`config.mk`:
```
export PLATFORM = sky130hd
export DESIGN_NAME = pulpemu_jtag_master
export DESIGN_NICKNAME = d
export VERILOG_FILES = /design/src/rtl/pulpemu_jtag_master.sv
export SDC_FILE = /design/constraint.sdc
export NUM_CORES = 1
export LEC_CHECK = 0
export ABC_AREA = 0
export BUFFER_PORTS_ARGS = -buffer_cell sky130_fd_sc_hd__buf_4
export CORE_ASPECT_RATIO = 0.5
export CORE_MARGIN = 10
export CORE_UTILIZATION = 60
export DETAILED_ROUTE_END_ITERATION = 6
export PLACE_DENSITY = 0.81
export SETUP_SLACK_MARGIN = 0.4
export SYNTH_ARGS = -nofsm -noshare
export SYNTH_HDL_FRONTEND = slang
export SYNTH_SLANG_ARGS = --single-unit
```
`constraint.sdc`:
```
create_clock -name clk_i -period 5.1 [get_ports clk_i]
set_clock_uncertainty 0.1 [all_clocks]
set_input_delay 0.51 -clock clk_i [delete_from_list [all_inputs] [get_ports clk_i]]
set_output_delay 0.51 -clock clk_i [all_outputs]
set_load 0.1 [all_outputs]
```
`src/rtl/pulpemu_jtag_master.sv`:
```
// JTAG initiator: turns reset/IR/DR/idle commands into TCK/TMS/TDI waveforms and captures TDO.
// Latency: N TCK periods of 2*CLK_DIV cycles each; response valid at handshake + N*2*CLK_DIV + 1.
// Backpressure: one command in flight; the response is held until rsp_ready_i. Optional TRST via PULPEMU_JTAG_TRST_EN.
module pulpemu_jtag_master #(
  parameter int CLK_DIV = 4
) (
  input  logic        clk_i,
  input  logic        rst_i,
  input  logic        cmd_valid_i,
  output logic        cmd_ready_o,
  input  logic [1:0]  cmd_op_i,
  input  logic [5:0]  cmd_len_i,
  input  logic [31:0] cmd_data_i,
  output logic        rsp_valid_o,
  input  logic        rsp_ready_i,
  output logic [31:0] rsp_data_o,
  output logic        tck_o,
  output logic        tms_o,
  output logic        tdi_o,
  input  logic        tdo_i
`ifdef PULPEMU_JTAG_TRST_EN
  ,
  output logic        trst_no
`endif
);

  localparam int DW = $clog2(2 * CLK_DIV);
  localparam logic [DW-1:0] DIV_RISE = DW'(CLK_DIV - 1);
  localparam logic [DW-1:0] DIV_SAMP = DW'(CLK_DIV);
  localparam logic [DW-1:0] DIV_END  = DW'(2 * CLK_DIV - 1);

  localparam logic [1:0] OP_RST  = 2'd0;
  localparam logic [1:0] OP_IR   = 2'd1;
  localparam logic [1:0] OP_DR   = 2'd2;
  localparam logic [1:0] OP_IDLE = 2'd3;

  // Each state names the TAP state the chip is in during the current TCK period.
  localparam logic [3:0] ST_IDLE    = 4'd0;
  localparam logic [3:0] ST_TLR     = 4'd1;
  localparam logic [3:0] ST_SEL_DR  = 4'd2;
  localparam logic [3:0] ST_SEL_IR  = 4'd3;
  localparam logic [3:0] ST_CAPTURE = 4'd4;
  localparam logic [3:0] ST_SHIFT   = 4'd5;
  localparam logic [3:0] ST_EXIT1   = 4'd6;
  localparam logic [3:0] ST_UPDATE  = 4'd7;
  localparam logic [3:0] ST_RUN     = 4'd8;
  localparam logic [3:0] ST_RSP     = 4'd9;

  logic [3:0]    state_q, state_d;
  logic [1:0]    op_q, op_d;
  logic [5:0]    len_q, len_d;
  logic [31:0]   data_q, data_d;
  logic [5:0]    cnt_q, cnt_d;
  logic [DW-1:0] div_q, div_d;
  logic          tck_q, tck_d;
  logic          tms_q, tms_d;
  logic          tdi_q, tdi_d;
  logic [31:0]   cap_q, cap_d;
  logic          rsp_vld_q, rsp_vld_d;
  logic [31:0]   rsp_dat_q, rsp_dat_d;
  logic          trst_d;
  logic          step;
  logic [5:0]    len_clamp;

  // Zero-length commands still do one bit/clock; anything above 32 saturates.
  assign len_clamp = (cmd_len_i == 6'd0) ? 6'd1 :
                     (cmd_len_i > 6'd32) ? 6'd32 : cmd_len_i;

  // Next-state: TCK divider, period-by-period TAP walk, TDO capture and response.
  always_comb begin
    state_d   = state_q;
    op_d      = op_q;
    len_d     = len_q;
    data_d    = data_q;
    cnt_d     = cnt_q;
    div_d     = div_q;
    tck_d     = tck_q;
    tms_d     = tms_q;
    tdi_d     = tdi_q;
    cap_d     = cap_q;
    rsp_vld_d = rsp_vld_q;
    rsp_dat_d = rsp_dat_q;
    trst_d    = 1'b1;
    step      = 1'b0;
    case (state_q)
      ST_IDLE: begin
        if (cmd_valid_i) begin
          op_d    = cmd_op_i;
          len_d   = len_clamp;
          data_d  = cmd_data_i;
          cap_d   = '0;
          cnt_d   = '0;
          div_d   = '0;
          state_d = (cmd_op_i == OP_RST) ? ST_TLR : ST_RUN;
          step    = 1'b1;
        end
      end
      ST_RSP: begin
        if (rsp_ready_i) begin
          rsp_vld_d = 1'b0;
          state_d   = ST_IDLE;
        end
      end
      default: begin
        div_d = (div_q == DIV_END) ? '0 : div_q + DW'(1);
        if (div_q == DIV_RISE) tck_d = 1'b1;
        if (div_q == DIV_SAMP && state_q == ST_SHIFT) cap_d = {tdo_i, cap_q[31:1]};
        if (div_q == DIV_END) begin
          tck_d = 1'b0;
          step  = 1'b1;
          cnt_d = cnt_q + 6'd1;
          case (state_q)
            ST_TLR:     if (cnt_q == 6'd5) state_d = ST_RSP;
            ST_RUN: begin
              if (op_q == OP_IDLE) begin
                if (cnt_q == len_q - 6'd1) state_d = ST_RSP;
              end else begin
                state_d = ST_SEL_DR;
                cnt_d   = '0;
              end
            end
            ST_SEL_DR:  begin state_d = (op_q == OP_IR) ? ST_SEL_IR : ST_CAPTURE; cnt_d = '0; end
            ST_SEL_IR:  begin state_d = ST_CAPTURE; cnt_d = '0; end
            ST_CAPTURE: begin state_d = ST_SHIFT; cnt_d = '0; end
            ST_SHIFT: begin
              if (cnt_q == len_q - 6'd1) begin
                state_d = ST_EXIT1;
                cnt_d   = '0;
              end
            end
            ST_EXIT1:   begin state_d = ST_UPDATE; cnt_d = '0; end
            default:    state_d = ST_RSP;
          endcase
          if (state_d == ST_RSP) begin
            rsp_vld_d = 1'b1;
            // Capture filled from the top; right-align the len valid bits.
            rsp_dat_d = (op_q == OP_IR || op_q == OP_DR) ? (cap_q >> (6'd32 - len_q)) : '0;
          end
        end
      end
    endcase
    // Pin values for the TCK period that is about to start.
    if (step && state_d != ST_RSP) begin
      tdi_d = 1'b0;
      case (state_d)
        ST_TLR:    begin tms_d = (cnt_d < 6'd5); trst_d = !(cnt_d < 6'd5); end
        ST_RUN:    tms_d = (op_d != OP_IDLE);
        ST_SEL_DR: tms_d = (op_d == OP_IR);
        ST_SHIFT:  begin tms_d = (cnt_d == len_d - 6'd1); tdi_d = data_d[cnt_d[4:0]]; end
        ST_EXIT1:  tms_d = 1'b1;
        default:   tms_d = 1'b0;
      endcase
    end else if (step) begin
      tdi_d = 1'b0;
    end
  end

  // State and pin registers; async reset puts the pads in their safe idle levels.
  always_ff @(posedge clk_i or posedge rst_i) begin
    if (rst_i) begin
      state_q   <= ST_IDLE;
      op_q      <= OP_RST;
      len_q     <= '0;
      data_q    <= '0;
      cnt_q     <= '0;
      div_q     <= '0;
      tck_q     <= 1'b0;
      tms_q     <= 1'b1;
      tdi_q     <= 1'b0;
      cap_q     <= '0;
      rsp_vld_q <= 1'b0;
      rsp_dat_q <= '0;
    end else begin
      state_q   <= state_d;
      op_q      <= op_d;
      len_q     <= len_d;
      data_q    <= data_d;
      cnt_q     <= cnt_d;
      div_q     <= div_d;
      tck_q     <= tck_d;
      tms_q     <= tms_d;
      tdi_q     <= tdi_d;
      cap_q     <= cap_d;
      rsp_vld_q <= rsp_vld_d;
      rsp_dat_q <= rsp_dat_d;
    end
  end

`ifdef PULPEMU_JTAG_TRST_EN
  logic trst_q;
  // TRST follows the period boundaries of the reset op; held high otherwise.
  always_ff @(posedge clk_i or posedge rst_i) begin
    if (rst_i)     trst_q <= 1'b1;
    else if (step) trst_q <= trst_d;
  end
  assign trst_no = trst_q;
`else
  logic unused_trst;
  assign unused_trst = trst_d;
`endif

  assign cmd_ready_o = (state_q == ST_IDLE) && !rst_i;
  assign rsp_valid_o = rsp_vld_q;
  assign rsp_data_o  = rsp_dat_q;
  assign tck_o       = tck_q;
  assign tms_o       = tms_q;
  assign tdi_o       = tdi_q;

endmodule

```
Word level (Yosys, flattened, before mapping)
Cells that the tools add are included.
{"block": "totals", "output_inout_bits": 37, "reg_bits": 121, "input_bits": 45, "wordCells": 121}
{"block": "op_classes", "magnitude_cmp": 3, "n_mux": 49, "n_eq_ne": 28, "n_addsub": 5, "reduce_logical": 20, "n_bitwise": 3, "n_shift": 1}
{"operator": "$mux W32", "n": 5}
{"operator": "$pmux W32 S2", "n": 1}
{"operator": "$mux W6", "n": 8}
{"operator": "$mux W4", "n": 10}
{"operator": "$shr A32 B6 Y32", "n": 1}
{"operator": "$pmux W4 S7", "n": 1}
{"operator": "$eq A4 B3 Y1 const B", "n": 5}
{"operator": "$pmux W6 S3", "n": 1}
{"operator": "$eq A4 B4 Y1 const B", "n": 4}
{"operator": "$eq A4 B2 Y1 const B", "n": 3}
{"operator": "$eq A6 B6 Y1", "n": 2}
{"operator": "$pmux W6 S2", "n": 1}
{"operator": "$sub A6 B1 Y6 const B", "n": 2}
{"operator": "$mux W1", "n": 11}
{"operator": "$reduce_bool A2 Y1", "n": 5}
{"operator": "$mux W3", "n": 3}
{"operator": "$eq A4 B1 Y1 const B", "n": 2}
{"operator": "$pmux W4 S2", "n": 1}
{"operator": "$add A6 B1 Y6 const B", "n": 1}
{"operator": "$eq A3 B3 Y1 const B", "n": 2}
{"operator": "$eq A6 B3 Y1 const B", "n": 1}
{"operator": "$gt A6 B6 Y1 const B", "n": 1}
{"operator": "$logic_not A6 Y1", "n": 1}
{"operator": "$lt A5 B6 Y1 const B", "n": 1}
{"operator": "24 further kinds", "n": 36}

Longest topological paths before layout
{"block": "logic_depth", "depth_word": 12, "depth_mapped": 17, "ltp_nobuf": 12}

Worst setup path after synthesis
OpenSTA, ideal clock, no wires.
{"block": "synth_path", "path_type": "register to register", "startpoint": "reg len_q[0]", "endpoint": "reg tdi_q (netlist: tdi_o)", "path_slack_ps": 781, "n_path_buf": 4, "setup_ps": 92, "period_less_slack_ps": 4319, "t_required_ps": 4908, "arrival_ps": 4127, "path_stages_with_launch": 17, "path_cell_list": "dfrtp_1 -> buf_2 -> buf_1 -> inv_1 -> clkbuf_1 -> ha_1 -> clkbuf_1 -> xnor2_1 -> a211oi_2 -> o2111ai_2 -> o311ai_1 -> nand2_2 -> mux2i_1 -> or3b_1 -> a31o_1 -> and3_1 -> o31ai_2"}
{"block": "synth_between", "elab_chain_len": 12, "elab_cells_between_ends": 22, "classes_between": "add/sub (1); eq/ne (3); mux (16); reduce/logical (2)"}
{"item": "from (decl)", "line_no": "51", "rtl": "logic [5:0] len_q, len_d;"}
{"item": "from (signal assigned)", "line_no": "176", "rtl": "len_q <= len_d;"}
{"item": "$sub A6 B1 Y6 (*)", "line_no": "116, 126"}
{"item": "$eq A6 B6 Y1 (*)", "line_no": "116, 126"}
{"item": "$mux W4", "line_no": "116", "rtl": "if (cnt_q == len_q - 6'd1) state_d = ST_RSP;"}
{"item": "$mux W4", "line_no": "115", "rtl": "if (op_q == OP_IDLE) begin"}
{"item": "$pmux W4 S7", "line_no": "112", "rtl": "case (state_q)"}
{"item": "$mux W4", "line_no": "108", "rtl": "if (div_q == DIV_END) begin"}
{"item": "$mux W4", "line_no": "85", "rtl": "case (state_q)"}
{"item": "$mux W4", "line_no": "108"}
{"item": "$pmux W4 S2", "line_no": "85"}
{"item": "$eq A4 B3 Y1 / $ne A4 B4 Y1 (equally long branches)", "line_no": "145, 143"}
{"item": "$mux W1 / $logic_and A1 B1 Y1 (equally long branches)", "line_no": "145, 143"}
{"item": "$mux W1 / $reduce_bool A2 Y1 (equally long branches)"}
{"item": "to (signal assigned)", "line_no": "182", "rtl": "tdi_q <= tdi_d;"}
{"item": "to (decl)", "line_no": "57", "rtl": "logic tdi_q, tdi_d;"}
Mark *: on every way between the ends. The rest lies on a longest branch, timed or not. The select of a mux whose other input is x is not followed.
A chain may end at the register's enable or synchronous reset.

Final worst setup path
{"block": "layout_path", "startpoint": "reg len_q[0]", "endpoint": "reg rsp_dat_q[21] (netlist: rsp_data_o[21])"}
{"block": "layout_between", "elab_chain_len": 9, "elab_cells_between_ends": 13, "classes_between": "add/sub (2); eq/ne (2); shift (1); mux (7); reduce/logical (1)"}
{"item": "$sub A6 B1 Y6", "line_no": "116, 126"}
{"item": "$eq A6 B6 Y1", "line_no": "116, 126"}
{"item": "$mux W4", "line_no": "116"}
{"item": "$mux W4", "line_no": "115"}
{"item": "$pmux W4 S7", "line_no": "112"}
{"item": "$mux W4", "line_no": "108"}
{"item": "$mux W4", "line_no": "85"}
{"item": "$eq A4 B4 Y1", "line_no": "134", "rtl": "if (state_d == ST_RSP) begin"}
{"item": "$reduce_and A3 Y1 (no line)"}
{"item": "to (signal assigned)", "line_no": "185", "rtl": "rsp_dat_q <= rsp_dat_d;"}
{"item": "to (decl)", "line_no": "60", "rtl": "logic [31:0] rsp_dat_q, rsp_dat_d;"}
Parallel ways exist; a longest one is shown, timed or not. The select of a mux whose other input is x is not followed.

==> summary.md <==
| Metric | Value |
|---|---|
| Status | complete, no violations |
| Max-slew violations | 0 |
| Fin crit period | 4.298 ns |
| Avg Cell Area, Syn | 9.385 um^2 |
| #FFs+latches synth | 121 |
| Final instance area | 8880 um^2 |
| Antenna viol nets, final | 0 |
| # resized after CTS | 0 |
| H-tree depth | 4 |
| Switching share of power | 48.19% |
| Type of origin of the critical path | flip-flop |
| Unrepaired setup endpoints after global routing | false |
| Psw | 3095 uW |
| Max_cap viols | 0 |
| Routed WL | 19380 um |
| Worst endpoint required time | 5.26 ns |
| Dpl hpwl | 13680 um |
| Worst vdd ir | 0.4628 mV |
| Mux share of post-synthesis cell area | between 10% and 20% |
| Int Pwr | between 3000 and 4000 uW |
| Critical path's top delay family | simple AND/OR/NAND/NOR gates |
| Die area | about 18000 um^2 |
| DR vias | approximately 6400 |
| Clk buf depth | 2 |
| Worst skew pair latency | 0.42 ns |
| Drt first pass iters | 5 |
| Initial Util | 62.69% |
| Crit-path max cell delay | 0.65 ns |
| EDFF count, synth | 0 |
| Fin Setup TNS | 0 ns |
| Num CTS Buffers | 17 |
| Simple-gate share of the synthesized area | 16.33% |
| Tcrit/Tclk final | 84.27% |
| Critical path, cell by cell | inv_1 -> ha_1 -> or3b_1 -> a211oi_2 -> o2111ai_2 -> or4_4 -> a311oi_2 -> nand3_2 -> buf_4 -> nand2_1 -> o31ai_1 |
| Placed Area | 8229 um^2 |
| Layout Nets | 917 |
| Critical Path Slowest Stage Cell | nand3_2 |
| Largest family of logic cells by synthesized area | compound AO/OA/AOI/OAI gates |
| Synth Cell Area | 7555 um^2 |
| Min-Delay Endpoint | cap_q[31]$_DFFE_PP0P_ |
| Critical Path AT | 4.46 ns |
| Synth Instances | 805 |
| Synth Net Count | 861 |
| Max Clk Rate | about 230 MHz |
| Setup Viol. Count Final | 0 |
| Slew headroom | 14.37% |
| Sequential Power Share | 22.5% |
| IO Count | 82 |
| Routed len/inst | 18.67 um |
| Drc violations | 0 |
| # port buffers | 81 |
| Gp weighted congestion | roughly 0.95 |
| Clock network fraction of total power | 20.9% |
| Compound-Gate Fraction of Synth Area | a little under a fifth |
| Ys flop type | dfrtp_1 |
| Unique masters post-synth | 81 |
| Largest net degree at the start of global routing | 88 |
| CP Class | flip-flop to flip-flop |
| DR iter-0 viols | 639 |
| Clock sink count | 121 |
| Root buffer cell | clkbuf_16 |
| Drt via density | 6.185 |
| Vias in the first global route | 6134 |
| Cell area power density | 723.2 nW/um^2 |
| Hold Crit Class | primary input to flip-flop |
| Crit. End Element | flip-flop |
| CP Max Fanout | 42 |
| Seq/Total Area, Yosys | 40.10% |
| Synth warn | 0 |
| Layout cells sized above 1 | around a quarter |
| Overall routing resource usage | 21.59% |
| Setup Fix Bufs, Post-CTS | 0 |
| FF-to-FF End | rsp_data_o[21]$_DFFE_PP0P_ |
| Clock Pin Slew Worst Setup and Hold Paths | approximately 0.060 ns |
| Synth-to-Final Area Change | 17.54% |
| Die Height | 99.35 um |
| Synth Area in Adders | 1.822% |
| Async SR Flop Fraction | between 90% and 100% |
| GR Overflow Total | 0 |
| Buf/Inv on CP | 2 |
| Hold Buf Count CTS | 0 |
| Hold path start | tdo_i |
| Core Area | 12050 um^2 |
| Logic pwr share | 56.6% |
| TritonCTS clock tree | yes |
| Internal reg-to-reg setup slack | 0.80 ns |
| Leak | just under 0.004 uW |
| Antenna fix cells | 0 |
| Global-route wire length before repair | 31600 um |
| R2r startpoint | len_q[0]$_DFF_PP0_ |
| Cell count of the worst reg-to-reg path | 11 |
| Xor/xnor share of the synthesized area | 2.153% |
| Die Width | ~180 um |
| Cell row count | 28 |
| Antenna violations before repair | 0 |
| Worst Hold Path Cells | 3 |
| Final hold viol count | 0 |
| Worst Tran Pin Value | approximately 1.3 ns |
[registers in the layout, indices dropped and copies added (netlist names), 2 cells and up]
register / count
data_q: 32
cap_q: 32
op_q: 2
len_q: 6
rsp_data_o: 32
state_q: 4
cnt_q: 6
div_q: 3
[cells in the mapped netlist (10+ instances only)]
cell | n | area, um^2
nand2_1 | 155 | 581.8
dfrtp_1 | 120 | 3003
a211oi_1 | 13 | 97.59
mux2_2 | 40 | 450.4
clkbuf_1 | 38 | 142.6
nand3_1 | 19 | 95.09
o31ai_1 | 17 | 127.6
inv_1 | 26 | 97.59
nor2_1 | 37 | 138.9
a31oi_1 | 10 | 62.56
mux4_2 | 18 | 405.4
a21oi_1 | 37 | 185.2
mux2i_1 | 41 | 410.4
o21ai_0 | 57 | 285.3
ha_1 | 11 | 137.6
[how the worst max path moves through the flow]
| stage | startpoint | to | slack (ns) | cells past startpoint |
|---|---|---|---|---|
| 3_3_place_gp | len_q[0]$_DFF_PP0_ | rsp_data_o[16]$_DFFE_PP0P_ | 1.04 | 10 |
| 5_1_grt | len_q[0]$_DFF_PP0_ | rsp_data_o[21]$_DFFE_PP0P_ | 0.50 | 11 |
| 3_5_place_dp | len_q[0]$_DFF_PP0_ | rsp_data_o[13]$_DFFE_PP0P_ | 0.83 | 11 |
| 2_1_floorplan | len_q[0]$_DFF_PP0_ | tdi_o$_DFFE_PP0P_ | 0.78 | 16 |
| 4_1_cts | len_q[0]$_DFF_PP0_ | rsp_data_o[21]$_DFFE_PP0P_ | 0.81 | 11 |
| 6_report | len_q[0]$_DFF_PP0_ | rsp_data_o[21]$_DFFE_PP0P_ | 0.80 | 11 |
[metal layers]
layer	GRT usage (%)	up-vias	share of wire [%]
li1	-	3010	-
met1	29.49	3112	44
met2	33.72	274	46
met3	5.283	24	8.4
met4	5.622	0	1.1
met5	0	-	0
[worst register-to-register path: cells and delay by family, from the launching register on]
kind            cells  cell delay, ns
simple gates        4            1.72
compound gates      4            0.93
buf+inv             2            0.77
flops               1            0.37
fa+ha+maj           1            0.26
[power groups by stage]
stage / registers (uW) / clock network (uW) / logic (uW)
after global placement: 1440 / 0 / 3500
after CTS: 1440 / 1350 / 3590
after global routing: 1480 / 1390 / 3920
final: 1450 / 1340 / 3630
after detailed placement: 1460 / 0 / 3560
after floorplan: 1760 / 0 / 2470
[area by class of cell]
type                       instances  area, um^2
multi-input combinational        603        4207
clock inverter                    11       193.9
tap                              165       206.4
inverter                          27       103.9
sequential                       121        3029
clock buffer                      20       456.7
fill                             901        3172
timing repair buffer              91       683.2
[cells by family after synthesis]
| family | Yosys count |
|---|---|
| buf+inv | 81 |
| simple gates | 271 |
| fa+ha+maj | 11 |
| flops | 121 |
| mux | 99 |
| xor+xnor | 17 |
| compound gates | 205 |
[per-stage QoR]
stage / utilization [%] / hold WS, ns / power, uW / setup WS (ns) / instances
floorplan: - / 0.3453 / 4227 / 0.7810 / 805
global placement: 68.28 / 0.3648 / 4944 / 1.040 / 1007
detailed placement: 68.28 / 0.3708 / 5018 / 0.8286 / 1007
CTS: 73.68 / 0.2368 / 6383 / 0.8107 / 1038
global route: 73.68 / 0.2405 / 6790 / 0.4964 / 1038
finish: 73.68 / 0.2398 / 6422 / 0.8023 / 1038
[placed cells by master (no fill, tap or decap), drive strengths merged, types with 3 or more instances in the layout]
cell / instances
a211oi: 14
a21o: 8
a21oi: 38
a22oi: 5
a31oi: 10
a32oi: 4
and2: 4
buf: 91
bufinv: 5
clkbuf: 20
clkinv: 4
dfrtp: 120
ha: 11
inv: 28
mux2: 40
mux2i: 41
mux4: 18
nand2: 156
nand2b: 7
nand3: 20
nor2: 38
nor2b: 6
nor3: 10
nor3b: 9
o211ai: 4
o21ai: 63
o21bai: 3
o22a: 4
o22ai: 4
o311ai: 4
o31a: 3
o31ai: 19
or2: 3
or3b: 3
xnor2: 8
xor2: 8
No activity file was read; power rests on OpenSTA's default activity.
